## src/rtl/retire_mon_pkg.sv

```systemverilog
// Shared types and constants for the retire monitor: FSM state encoding,
// the jump-to-self encoding and the default halt address.
package retire_mon_pkg;

  typedef enum logic [1:0] {
    ST_IDLE = 2'd0,
    ST_RUN  = 2'd1,
    ST_HALT = 2'd2,
    ST_TMO  = 2'd3
  } state_e;

  localparam logic [31:0] INSTR_JAL_SELF  = 32'h0000_006f;
  localparam logic [31:0] DEFAULT_HALT_PC = 32'h0000_0078;

endpackage

```

## src/rtl/sat_counter.sv

```systemverilog
// Up-counter with synchronous clear that sticks at all-ones instead of wrapping.
// clr wins over inc.
module sat_counter #(
  parameter int W = 32
) (
  input  logic         clk,
  input  logic         srst,
  input  logic         clr,
  input  logic         inc,
  output logic [W-1:0] q
);

  logic [W-1:0] cnt_q;
  logic [W-1:0] cnt_d;

  always_comb begin
    cnt_d = cnt_q;
    if (clr) begin
      cnt_d = '0;
    end else if (inc && (cnt_q != {W{1'b1}})) begin
      cnt_d = cnt_q + W'(1);
    end
  end

  always_ff @(posedge clk) begin
    if (srst) begin
      cnt_q <= '0;
    end else begin
      cnt_q <= cnt_d;
    end
  end

  assign q = cnt_q;

endmodule

```

## src/rtl/retire_monitor.sv

```systemverilog
// Run-control / retirement monitor: counts RUN cycles and retires, ends the run
// on a HALT_PC retire or watchdog expiry. Optional RETIRE_MON_SPIN_DETECT_EN
// also ends the run on a retired jump-to-self.
module retire_monitor
  import retire_mon_pkg::*;
#(
  parameter int               XLEN        = 32,
  parameter logic [XLEN-1:0]  HALT_PC     = XLEN'(DEFAULT_HALT_PC),
  parameter int               WDOG_CYCLES = 1024,
  parameter int               CNT_W       = 32
) (
  input  logic             clk,
  input  logic             rstn,
  input  logic             start,
  input  logic             wb_valid,
  input  logic [XLEN-1:0]  wb_pc,
  input  logic [XLEN-1:0]  wb_instr,
  output logic             running,
  output logic             done,
  output logic             halted,
  output logic             timeout,
  output logic [CNT_W-1:0] cycle_cnt,
  output logic [CNT_W-1:0] retire_cnt,
  output logic [XLEN-1:0]  last_pc
);

  localparam int            WD_W    = $clog2(WDOG_CYCLES) + 1;
  localparam logic [WD_W-1:0] WD_LAST = WD_W'(WDOG_CYCLES - 1);

  state_e          state_q, state_d;
  logic            in_run;
  logic            halt_hit;
  logic            spin_hit;
  logic [WD_W-1:0] wdog_q;
  logic [XLEN-1:0] last_pc_q;
  logic            running_q, halted_q, timeout_q;

  assign in_run = (state_q == ST_RUN);

`ifdef RETIRE_MON_SPIN_DETECT_EN
  assign spin_hit = (wb_instr == XLEN'(INSTR_JAL_SELF));
`else
  logic unused_instr;
  assign unused_instr = ^wb_instr;
  assign spin_hit     = 1'b0;
`endif

  assign halt_hit = wb_valid && ((wb_pc == HALT_PC) || spin_hit);

  // A retire clears the watchdog, so halt is checked first and always wins.
  always_comb begin
    state_d = state_q;
    case (state_q)
      ST_IDLE: if (start) state_d = ST_RUN;
      ST_RUN: begin
        if (halt_hit) begin
          state_d = ST_HALT;
        end else if (!wb_valid && (wdog_q == WD_LAST)) begin
          state_d = ST_TMO;
        end
      end
      default: state_d = state_q;
    endcase
  end

  always_ff @(posedge clk) begin
    if (rstn) begin
      state_q   <= ST_IDLE;
      running_q <= 1'b0;
      halted_q  <= 1'b0;
      timeout_q <= 1'b0;
      last_pc_q <= '0;
    end else begin
      state_q   <= state_d;
      running_q <= (state_d == ST_RUN);
      halted_q  <= (state_d == ST_HALT);
      timeout_q <= (state_d == ST_TMO);
      if (in_run && wb_valid) last_pc_q <= wb_pc;
    end
  end

  sat_counter #(.W(CNT_W)) u_cycle_cnt (
    .clk (clk), .srst(rstn), .clr(1'b0), .inc(in_run), .q(cycle_cnt)
  );

  sat_counter #(.W(CNT_W)) u_retire_cnt (
    .clk (clk), .srst(rstn), .clr(1'b0), .inc(in_run && wb_valid), .q(retire_cnt)
  );

  sat_counter #(.W(WD_W)) u_wdog (
    .clk (clk), .srst(rstn), .clr(in_run && wb_valid), .inc(in_run && !wb_valid), .q(wdog_q)
  );

  assign running = running_q;
  assign halted  = halted_q;
  assign timeout = timeout_q;
  assign done    = halted_q | timeout_q;
  assign last_pc = last_pc_q;

endmodule

```

## config.mk

```make
export PLATFORM = sky130hd
export DESIGN_NAME = retire_monitor
export DESIGN_NICKNAME = d
export VERILOG_FILES = /design/src/rtl/retire_mon_pkg.sv /design/src/rtl/sat_counter.sv /design/src/rtl/retire_monitor.sv
export SDC_FILE = /design/constraint.sdc
export NUM_CORES = 1
export LEC_CHECK = 0
export ABC_AREA = 1
export BUFFER_PORTS_ARGS = -buffer_cell sky130_fd_sc_hd__buf_2
export CORE_MARGIN = 10
export CORE_UTILIZATION = 49
export CTS_BUF_LIST = sky130_fd_sc_hd__clkbuf_4
export CTS_CLUSTER_DIAMETER = 50
export CTS_CLUSTER_SIZE = 24
export DETAILED_ROUTE_END_ITERATION = 7
export PLACE_DENSITY = 0.78
export SLEW_MARGIN = 20
export SYNTH_ARGS = -nofsm -noshare
export SYNTH_HDL_FRONTEND = slang
export SYNTH_SLANG_ARGS = --single-unit
```

## constraint.sdc

```tcl
create_clock -name clk -period 1.85 [get_ports clk]
set_clock_uncertainty 0.1 [all_clocks]
set_input_delay 0.2775 -clock clk [delete_from_list [all_inputs] [get_ports clk]]
set_output_delay 0.2775 -clock clk [all_outputs]
set_load 0.02 [all_outputs]
```

== After elaboration in Yosys (flattened, before gate mapping) ==
Cells that the tools add are included.

* Eq/ne operators: 9
* Add/sub/neg operators: 3
* Multiplexer cells: 4
* Reductions and logical operators: 10
* Bitwise logic cells: 1

{| class="wikitable"
|+ Operators with widths
! kind !! number
|-
| adder 32 x 1 -> 32 bit (second input constant) || 2
|-
| inequality test 32 bit (second input constant) || 2
|-
| equality test 32 x 7 -> 1 bit (second input constant) || 1
|-
| adder 11 x 1 -> 11 bit (second input constant) || 1
|-
| equality test 11 x 10 -> 1 bit (second input constant) || 1
|-
| inequality test 11 bit (second input constant) || 1
|-
| logical AND 1 bit || 7
|-
| two-way mux 2 bit || 3
|-
| equality test 2 x 1 -> 1 bit (second input constant) || 2
|-
| equality test 2 bit (second input constant) || 2
|-
| case mux 2 bit (2 select lines) || 1
|-
| zero test 2 bit || 1
|-
| OR reduction 2 bit || 1
|-
| zero test 1 bit || 1
|-
| OR 1 bit || 1
|}

* Register bits: 112

== Depth between registers and ports, before layout ==
Gate-level depths: netlist (run 1).

* Depth after elaboration: 6
* Mapped depth: 11
* Gate-level depth less buffers: 10

== Modules after synthesis ==
Synthesis (run 1) repeated with hierarchy kept, for this count alone.

* Cells, all modules: 941
* Area total of the unflattened synthesis: 6,301.0 sq um

{| class="wikitable"
|+ By module, submodules not included
! module !! area each (sq um) !! instances !! sequential area each (sq um) !! cells each
|-
| sat_counter (u_cycle_cnt ...) || 2,095.8 || 2 || 640.6 || 325
|-
| retire_monitor || 1,481.4 || 1 || 740.7 || 200
|-
| sat_counter (u_wdog) || 628.1 || 1 || 220.2 || 91
|}

== Worst setup path before layout (run 1) ==
No wires, ideal clock.

* Path type: register to register
* Start point: reg u_cycle_cnt.cnt_q[0] (netlist: u_cycle_cnt.q[0])
* End point: reg u_cycle_cnt.cnt_q[11] (netlist: u_cycle_cnt.q[11])
* Required time: 1.681 ns
* Buffers on the path: 2
* Path slack: -0.086 ns
* Stages on the path, launching flop included: 12
* Arrival: 1.768 ns
* Setup time: 0.069 ns
* Period minus slack after synthesis: 1.936 ns
* Cells stage by stage: dfxtp_1 > ha_1 > nand2_2 > nor2_4 > nand2_4 > nor2_4 > nand2_4 > nand2_4 > buf_12 > buf_12 > nand2_1 > a21oi_2

* Cells in the longest elaborated chain, start to end: 2
* Elaborated cells on any way between the ends: 3
* Classes of those cells: add/sub: 1; eq/ne: 1; reduce/logical: 1

{| class="wikitable"
|+ RTL lines
! element !! RTL line !! RTL
|-
| start, declared || sat_counter.sv:13 || <nowiki>logic [W-1:0] cnt_q;</nowiki>
|-
| start signal, assigned || sat_counter.sv:29 || <nowiki>cnt_q <= cnt_d;</nowiki>
|-
| branches (longest 2 deep; another with adder 32 x 1 -> 32 bit) || n/a ||
|}

Several ways; the timed one is not identified.
A chain may end at the register's enable or synchronous reset.

== Worst setup path after layout (run 1) ==
* Start point: reg u_cycle_cnt.cnt_q[0] (netlist: u_cycle_cnt.q[0])
* End point: reg u_cycle_cnt.cnt_q[27] (netlist: u_cycle_cnt.q[27])

The elaborated chain is that of the path after synthesis.

==> out/summary.txt, run 1 <==
fin area: 8010 sq um
list of most frequent post-synthesis cells: nand2_1 (371), nor2_1 (159), dfxtp_1 (112), a21oi_1 (84), inv_1 (71)
Synth Area in Adders: 0.615%
Final ANT Viol Nets: 0
post-synth top area cell: dfxtp_1
CP startpoint kind: flip-flop
clock-pin transition on the worst setup and hold timing paths: 0.20 ns
sequential area share after synthesis: 36.7%
Core Region: 12100 sq um
htree depth: 3
Setup CP Type: flip-flop to flip-flop
via count: 6885
Hold Crit Class: primary input to flip-flop
post-synthesis xor/xnor area fraction: 4.30%
drt first pass iters: 6
post-synthesis mux area share: 0%
FP Rows: 40
syn_nets: 1039
post-synthesis register bit count: 112
CTS buffer count: 9
DP Cell Count: 1307
Max Slew Vio Count: 0
Initial Util: 50.4%
count leader, synth: nand2_1
mapped cell area: 6110 sq um
worst hold path cell count: 5
maximum clock rate: 560 MHz
hold slack: 0.0516 ns
max cap viols: 0
Primary FF master, synth: dfxtp_1
I/O Buffers: 135
Die Span X: 132 um
Routed WL per cell: 14.3 um
Vias/cell: 5.05
share of cells above drive strength 1: 23.4%
EDFF count, synth: 0
Syn Inst Count: 968
Switch Pwr: 1.25 mW
maximum VDD drop: 0.642 mV
Die Span Y: 132 um
Synth Area in Compound Gates: 8.87%
hold_sp: start
fin util: 66.1%
internal power consumption: 3.10 mW
switching portion of total power: 28.8%
final non-filler cell total: 1364
PwrDens: 543 nW/um^2
Synth Area in Simple Gates: 42.1%
antenna violations before repair: 1
part of the cycle the worst path needs: 96.5%
Layout area overhead: 31.2%
Synth Area per Inst: 6.31 sq um
clock share of power: 31.3%
CTS max path bufs: 2
drt total wl: 19400 um
Root Driver: clkbuf_4
clock latency on the worst-skew pair: 0.51 ns
gr usage total: 21.2%
cells on worst reg2reg path: 10
Tmin final: 1.79 ns
number of top-level pins: 168
Lkg Pwr: 3.41 nW
Final Wtd Congestion: 0.931
RR Startpoint: u_cycle_cnt.q[0]
pin count of the biggest net entering global routing: 84
unique cell type count in the Yosys netlist: 28
CP Capture Type: flip-flop
Synth warnings: 0
DRC: 0
Final Net Count: 1261
Slew @ Worst Pin: 0.469 ns
Area contributors post-synth: dfxtp_1 (37%), nand2_1 (23%), nor2_1 (9.8%)
Cell Area, Placed: 7320 sq um
Die ar.: 17300 sq um
RSZ-0062 raised after global routing: yes
Seq pwr share: 57.1%
Hold Path End: state_q[0]
CP max FO: 26
R2R Path End: u_cycle_cnt.q[27]
post-synth top area share: 36.7%
HPWL after detailed placement: 13300 um
final hold vios: 0
CP arrival: 2.07 ns
CTS tree: done
Setup-failing EPs final: 0
Iteration-0 DRC Markers: 567
first-pass GRT wire length: 31200 um
flop-to-flop setup slack: 0.06 ns
vias in the first global route: 6330
largest family of logic cells by synthesized area: simple AND/OR/NAND/NOR gates
asr flop ratio synth: 0%
slew margin rel.: 68.7%
status: complete, no violations
global route overflow: 0
CTS sink count: 112
worst path required time: 2.13 ns
Comb power frac: 11.6%
## final cells by class
cell class                      instances  area (sq um)
Fill cell                            1077          4100
Multi-Input combinational cell        755          3490
Sequential cell                       112          2260
Timing Repair Buffer                  238          1610
Inverter                               74           285
Tap cell                              168           210
Clock inverter                          7          86.3
Clock buffer                            9          67.6
Antenna cell                            1          2.50
## layer usage
metal  part of all wire [%]  global-route usage, %  vias up
met5                      0                      0        -
li1                       -                      -     3486
met4                    1.9                   5.19        0
met2                     46                   34.7      287
met1                     42                   25.6     3076
met3                     10                   8.38       36
## worst max-delay path, stage by stage (launching register included)
cell and delay, ns:
dfxtp_2 0.40, ha_4 0.15, nand2_2 0.06, nor2_4 0.17
nand2_4 0.10, nor2_4 0.16, nand2_4 0.11, nand2_8 0.12
inv_4 0.12, nand2_1 0.11, a21oi_1 0.06
## through the flow
step | TNS [ns] | setup slack (ns) | total power, mW
final | 0 | 0.0642 | 4.35
after global routing | -0.206 | -0.0560 | 4.51
after CTS | 0 | 0.00225 | 4.33
after detailed placement | -0.217 | -0.0244 | 2.94
after global placement | 0 | 0.00376 | 2.93
after floorplan | 0 | 0.0280 | 2.78
## layout by cell type (no fill, tap or decap), types with 6 or more instances in the layout
master         count
buf_2            135
nand2_1          370
nand4_1           19
o21ai_0           14
xor2_1            19
clkbuf_4           9
buf_4             62
dfxtp_1           98
nor2_1           150
nand3_1           34
xnor2_1           11
a21oi_1           83
a21oi_2            6
nor2_2            11
nor2_4             9
dfxtp_2           14
inv_1             71
nor3_1             7
dlygate4sd3_1     33
## power groups by stage
stage	Clock, mW	Sequential (mW)	Combinational [mW]
6_report	1.36	2.49	0.504
5_1_grt	1.48	2.49	0.547
4_1_cts	1.39	2.48	0.464
3_5_place_dp	0	2.53	0.404
3_3_place_gp	0	2.53	0.401
2_1_floorplan	0	2.58	0.202
## kinds of logic (layout without fill, tap and decap cells)
kind of cell	Yosys count	count (layout)
AOI/OAI and AO/OA	104	104
xor gates and xnor gates	30	30
adders and majority gates	3	3
buffers and inverters	101	328
DFF	112	112
other	0	1
and+or+nand+nor	618	618
## worst max path at each step
stage                     cells past startpoint              start                 end
after floorplan                              11   u_cycle_cnt.q[0]   u_cycle_cnt.q[11]
after global placement                       10  u_retire_cnt.q[0]  u_retire_cnt.q[15]
after detailed placement                     10  u_retire_cnt.q[0]  u_retire_cnt.q[28]
after CTS                                    10   u_cycle_cnt.q[0]    u_cycle_cnt.q[2]
after global routing                         11   u_cycle_cnt.q[0]   u_cycle_cnt.q[21]
final                                        10   u_cycle_cnt.q[0]   u_cycle_cnt.q[27]
## flip-flops by register name, indices dropped and copies added (netlist names)
signal	cells
halted	1
running	1
u_retire_cnt.q	32
last_pc	32
u_cycle_cnt.q	32
u_wdog.q	11
timeout	1
state_q	2
## what timing repair did
item	4_1_cts	5_1_grt
hold buffers	33	0
buffers inserted	0	6
hold endpoints to repair	33	0
setup endpoints to repair	52	58
gates cloned	0	1
pin swaps	2	7
resized for setup	4	37
Note: power is estimated with default switching activity, not from simulation.
==> inputs of run 2 (changes only) <==
--- a/config.mk
+++ b/config.mk
@@ -13,6 +13,7 @@
 export CTS_CLUSTER_DIAMETER = 50
 export CTS_CLUSTER_SIZE = 24
 export DETAILED_ROUTE_END_ITERATION = 7
+export HOLD_SLACK_MARGIN = 0.06
 export PLACE_DENSITY = 0.78
 export SLEW_MARGIN = 20
 export SYNTH_ARGS = -nofsm -noshare
==> out/summary.txt, run 2 (same netlist as run 1, synthesis figures left out) <==
status: complete, no violations
slew margin rel.: 70.7% (+2.0 points)
Vias/cell: 5.08 (+0.55%)
Tmin final: 1.79 ns (+0.000860 ns)
maximum VDD drop: 0.622 mV (-3.2%)
part of the cycle the worst path needs: 96.6% (about the same)
# diodes: 0 (-1)
CP startpoint kind: flip-flop
Final ANT Viol Nets: 0 (unchanged)
clock latency on the worst-skew pair: 0.52 ns (about the same)
share of cells above drive strength 1: 23.4% (about the same)
worst path required time: 2.21 ns (+0.08 ns)
drt first pass iters: 5 (-1)
CTS sink count: 112 (unchanged)
Initial Util: 50.4% (unchanged)
Die Span X: 132 um (unchanged)
HPWL after detailed placement: 13300 um (unchanged)
footprint of the multi-input gates: 3490 sq um (unchanged)
crit-path leading delay family: simple AND/OR/NAND/NOR gates
vias in the first global route: 6393 (+1.0%)
setup_tns: 0 ns (unchanged)
most frequent cells in the layout: nand2_1 (370), nor2_1 (150), buf_2 (135)
PwrDens: 544 nW/um^2 (+0.18%)
critical path, cell by cell: ha_4 -> nand2_2 -> nor2_4 -> buf_4 -> inv_1 -> nor2_1 -> nand3_1 -> nand2_1 -> nand2_1 -> a21oi_1
CTS max path bufs: 2 (unchanged)
Reg area: 2260 sq um (unchanged)
maximum clock rate: 560 MHz (about the same)
CP max FO: 5 (-81%)
CTS buffer count: 9 (unchanged)
Die ar.: 17300 sq um (unchanged)
antenna violations before repair: 0 (-1)
Setup-failing EPs final: 0 (unchanged)
number of top-level pins: 168 (unchanged)
first-pass GRT wire length: 31200 um (+0.18%)
critical path's most frequent cell: nand2_1
Core Region: 12100 sq um (unchanged)
Worst Path Buf+Inv: 2 (+1)
pin count of the biggest net entering global routing: 84 (unchanged)
CTS tree: done
I/O Buffers: 135 (unchanged)
htree depth: 3 (unchanged)
fin util: 66.2% (about the same)
Layout area overhead: 31.3% (about the same)
CP arrival: 2.14 ns (+0.07 ns)
Final Wtd Congestion: 0.931 (unchanged)
slowest CP cell: dfxtp_2
Lkg Pwr: 3.41 nW (+0.12%)
Fillers: 1074 (-0.28%)
Die Span Y: 132 um (unchanged)
gr usage total: 21.3% (+0.046 points)
Iteration-0 DRC Markers: 571 (+0.71%)
Final Net Count: 1262 (+0.079%)
FP Rows: 40 (unchanged)
CP Capture Type: flip-flop
Routed WL per cell: 14.3 um (+0.62%)
Hold Crit Class: primary input to flip-flop
Critical Path Max Stage Delay: 0.40 ns (about the same)
most common cell after layout, fill and taps aside: nand2_1
drt total wl: 19600 um (+0.62%)
Root Driver: clkbuf_4
via count: 6923 (+0.55%)
final hold vios: 0 (unchanged)
Setup CP Type: flip-flop to flip-flop
clock-pin transition on the worst setup and hold timing paths: 0.18 ns (-0.02 ns)
RSZ-0062 raised after global routing: yes
Slew @ Worst Pin: 0.439 ns (-0.0300 ns)
DRC: 0 (unchanged)
global route overflow: 0 (unchanged)
max cap viols: 0 (unchanged)
Max Slew Vio Count: 0 (unchanged)
==> run 2: report_power, final <==
part,switching (mW),leakage (nW),total (mW),internal (mW)
Sequential,0.0280,0.913,2.49,2.46
Clock,0.928,0.0858,1.37,0.443
Combinational,0.308,2.41,0.506,0.198
==> run 2: worst reg2reg max path, stage by stage, from the launching register on <==
cell,delay [ns]
dfxtp_2,0.40
ha_4,0.15
nand2_2,0.06
nor2_4,0.17
buf_4,0.14
inv_1,0.03
nor2_1,0.30
nand3_1,0.13
nand2_1,0.09
nand2_1,0.05
a21oi_1,0.12
==> run 2: per-layer routing <==
layer	global-route usage (%)	up-vias	part of all wire, %	routed length, um
met2	34.7	294	46	8980
met3	8.19	36	10	1990
met1	25.6	3112	42	8250
met5	0	-	0	0
li1	-	3481	-	-
met4	5.69	0	1.7	339
==> run 2: per-stage QoR <==
step	hold slack (ns)	worst slack [ns]	area (sq um)	power, mW	instances
floorplan	0.321	0.0280	6110	2.78	968
global placement	0.344	0.00376	7320	2.93	1307
finish	0.0889	0.0633	8020	4.37	1364
detailed placement	0.350	-0.0244	7320	2.94	1307
global route	0.115	-0.0599	8020	4.51	1364
CTS	0.0680	0.00225	7830	4.34	1357
==> run 2: layout make-up <==
cell class	count	share of cell area, %
clock buffer	9	0.843
clock inverter	7	1.08
inverter	74	3.56
multi-input combinational	755	43.6
sequential	112	28.2
tap	168	2.62
timing repair buffer	239	20.1
==> run 2: worst paths after layout <==
kind | from | to | slack [ns] | depth (start not counted)
max reg2reg | u_cycle_cnt.q[0] | u_cycle_cnt.q[28] | 0.06 | 10
min reg2reg | last_pc[9] | last_pc[9] | 0.37 | 2
min | rstn | u_retire_cnt.q[22] | 0.09 | 4
max | u_cycle_cnt.q[0] | u_cycle_cnt.q[28] | 0.06 | 10
==> run 2: repair_timing <==
item,CTS,global route
cloned,0,1
endpoints found under the setup margin,52,58
resized for setup,4,37
hold endpoints to repair,34,0
hold buffers,34,0
setup buffers,0,6
pin swaps,2,7
==> inputs of run 3 (changes only) <==
--- a/config.mk
+++ b/config.mk
@@ -13,7 +13,7 @@
 export CTS_CLUSTER_DIAMETER = 50
 export CTS_CLUSTER_SIZE = 24
 export DETAILED_ROUTE_END_ITERATION = 7
-export HOLD_SLACK_MARGIN = 0.06
+export HOLD_SLACK_MARGIN = 0.1
 export PLACE_DENSITY = 0.78
 export SLEW_MARGIN = 20
 export SYNTH_ARGS = -nofsm -noshare
==> out/summary.txt, run 3 (same netlist as run 1, synthesis figures left out) <==
status: complete, no violations
fin area: 8030 sq um (+0.12%)
Slew @ Worst Pin: 0.431 ns (-0.00826 ns)
hold slack: 0.374 ns (+0.285 ns)
Critical Path Max Stage Delay: 0.40 ns (about the same)
Root Driver: clkbuf_4
Core Region: 12100 sq um (unchanged)
flop-to-flop setup slack: 0.06 ns (about the same)
FP Rows: 40 (unchanged)
CP startpoint kind: flip-flop
I/O Buffers: 135 (unchanged)
slew margin rel.: 71.3% (+0.55 points)
Die ar.: 17300 sq um (unchanged)
worst hold path cell count: 2 (-2)
CP arrival: 2.14 ns (about the same)
Pwr Total: 4.36 mW (-0.22%)
Lkg Pwr: 3.42 nW (+0.12%)
Tmin final: 1.79 ns (+0.00319 ns)
# diodes: 0 (unchanged)
Final Wtd Congestion: 0.931 (unchanged)
Place WS: -0.0244 ns (unchanged)
Comb power frac: 11.6% (about the same)
clock latency on the worst-skew pair: 0.51 ns (about the same)
fin util: 66.3% (+0.083 points)
Reg area: 2260 sq um (unchanged)
first-pass GRT wire length: 31300 um (about the same)
Setup CP Type: flip-flop to flip-flop
RR Startpoint: u_cycle_cnt.q[0]
Seq pwr share: 57.1% (about the same)
Die Span Y: 132 um (unchanged)
DRC: 0 (unchanged)
Fillers: 1073 (-0.093%)
clock-pin transition on the worst setup and hold timing paths: 0.19 ns (about the same)
Switch Pwr: 1.25 mW (-0.89%)
Vias/cell: 5.06 (-0.30%)
global route overflow: 0 (unchanged)
worst path required time: 2.20 ns (about the same)
gr usage total: 21.3% (about the same)
Hold Crit Class: flip-flop to flip-flop
internal power consumption: 3.10 mW (about the same)
Final Net Count: 1263 (+0.079%)
hold_sp: last_pc[9]
PwrDens: 543 nW/um^2 (-0.35%)
cells on worst reg2reg path: 10 (unchanged)
setup_tns: 0 ns (unchanged)
CTS buffer count: 9 (unchanged)
CP max FO: 10 (+5)
critical path, cell by cell: ha_4 -> nand2_2 -> nor2_4 -> nand2_4 -> nor2_4 -> nand2_4 -> nand2_8 -> buf_12 -> nand2_1 -> a21oi_1
R2R Path End: u_cycle_cnt.q[5]
Initial Util: 50.4% (unchanged)
htree depth: 3 (unchanged)
CTS tree: done
DP Cell Count: 1307 (unchanged)
drt total wl: 19500 um (-0.29%)
switching portion of total power: 28.8% (-0.19 points)
CTS sink count: 112 (unchanged)
Iteration-0 DRC Markers: 551 (-3.5%)
max cap viols: 0 (unchanged)
Setup-failing EPs final: 0 (unchanged)
clock share of power: 31.2% (-0.2 points)
CTS max path bufs: 2 (unchanged)
HPWL after detailed placement: 13300 um (unchanged)
footprint of the multi-input gates: 3490 sq um (unchanged)
Layout area overhead: 31.5%
maximum VDD drop: 0.622 mV (about the same)
setup ws final: 0.0602 ns (-0.00319 ns)
Final ANT Viol Nets: 0 (unchanged)
Hold Path End: last_pc[9]
CP Capture Type: flip-flop
vias in the first global route: 6399 (+0.094%)
maximum clock rate: 559 MHz (-0.18%)
Max Slew Vio Count: 0 (unchanged)
share of cells above drive strength 1: 23.4% (about the same)
Routed WL per cell: 14.3 um (-0.36%)
antenna violations before repair: 0 (unchanged)
Die Span X: 132 um (unchanged)
drt first pass iters: 5 (unchanged)
final non-filler cell total: 1365 (+0.073%)
part of the cycle the worst path needs: 96.7% (+0.17 points)
final hold vios: 0 (unchanged)
via count: 6907 (-0.23%)
Cell Area, Placed: 7320 sq um (unchanged)
number of top-level pins: 168 (unchanged)
most common cell after layout, fill and taps aside: nand2_1
slowest CP cell: dfxtp_2
RSZ-0062 raised after global routing: yes
most frequent cells in the layout: nand2_1 (370), nor2_1 (150), buf_2 (135)
pin count of the biggest net entering global routing: 84 (unchanged)
## run 3: cell types whose count changed in the layout (fill, tap and decap cells not counted), sizes merged
cell         previous run  this run
dlygate4sd3            34        35
## run 3: worst max-delay path by stage
stage / start / endpoint / slack [ns] / depth (start not counted)
2_1_floorplan: u_cycle_cnt.q[0] / u_cycle_cnt.q[11] / 0.03 / 11
3_3_place_gp: u_retire_cnt.q[0] / u_retire_cnt.q[15] / 0.004 / 10
3_5_place_dp: u_retire_cnt.q[0] / u_retire_cnt.q[28] / -0.02 / 10
4_1_cts: u_cycle_cnt.q[0] / u_cycle_cnt.q[2] / 0.002 / 10
5_1_grt: u_cycle_cnt.q[0] / u_cycle_cnt.q[21] / -0.06 / 11
6_report: u_cycle_cnt.q[0] / u_cycle_cnt.q[5] / 0.06 / 10
## run 3: cell type report
type                    count  area share (%)
multi-input cells         755            43.5
repair buffers            240            20.2
clock inverters             7            1.08
clock buffers               9           0.842
flip-flops and latches    112            28.1
well taps                 168            2.62
inverters                  74            3.55
## run 3: power groups by stage
stage	Clock [mW]	Combinational, mW	Sequential [mW]
final	1.36	0.507	2.49
after global placement	0	0.401	2.53
after detailed placement	0	0.404	2.53
after global routing	1.47	0.551	2.49
after floorplan	0	0.202	2.58
after CTS	1.39	0.467	2.48
## run 3: worst max-delay path, delay by kind of cell (launching register included)
kind / cells / cell delay (ns)
simple gates: 7 / 0.78
compound gates: 1 / 0.16
flops: 1 / 0.40
fa+ha+maj: 1 / 0.15
buf+inv: 1 / 0.14
## run 3: metal layers
| layer | GRT usage [%] | vias to the layer above | part of all wire [%] | routed length [um] |
|---|---|---|---|---|
| met5 | 0 | - | 0 | 0 |
| met4 | 5.69 | 0 | 1.4 | 280 |
| li1 | - | 3484 | - | - |
| met1 | 25.6 | 3095 | 42 | 8200 |
| met3 | 8.19 | 31 | 10 | 1970 |
| met2 | 34.7 | 297 | 46 | 9060 |
## run 3: repair_timing
action | 4_1_cts | 5_1_grt
endpoints found under the setup margin | 52 | 58
resized for setup | 4 | 37
hold buffers | 35 | 0
endpoints found under the hold margin | 43 | 0
pin swaps | 2 | 7
gates cloned | 0 | 1
buffers inserted | 0 | 6
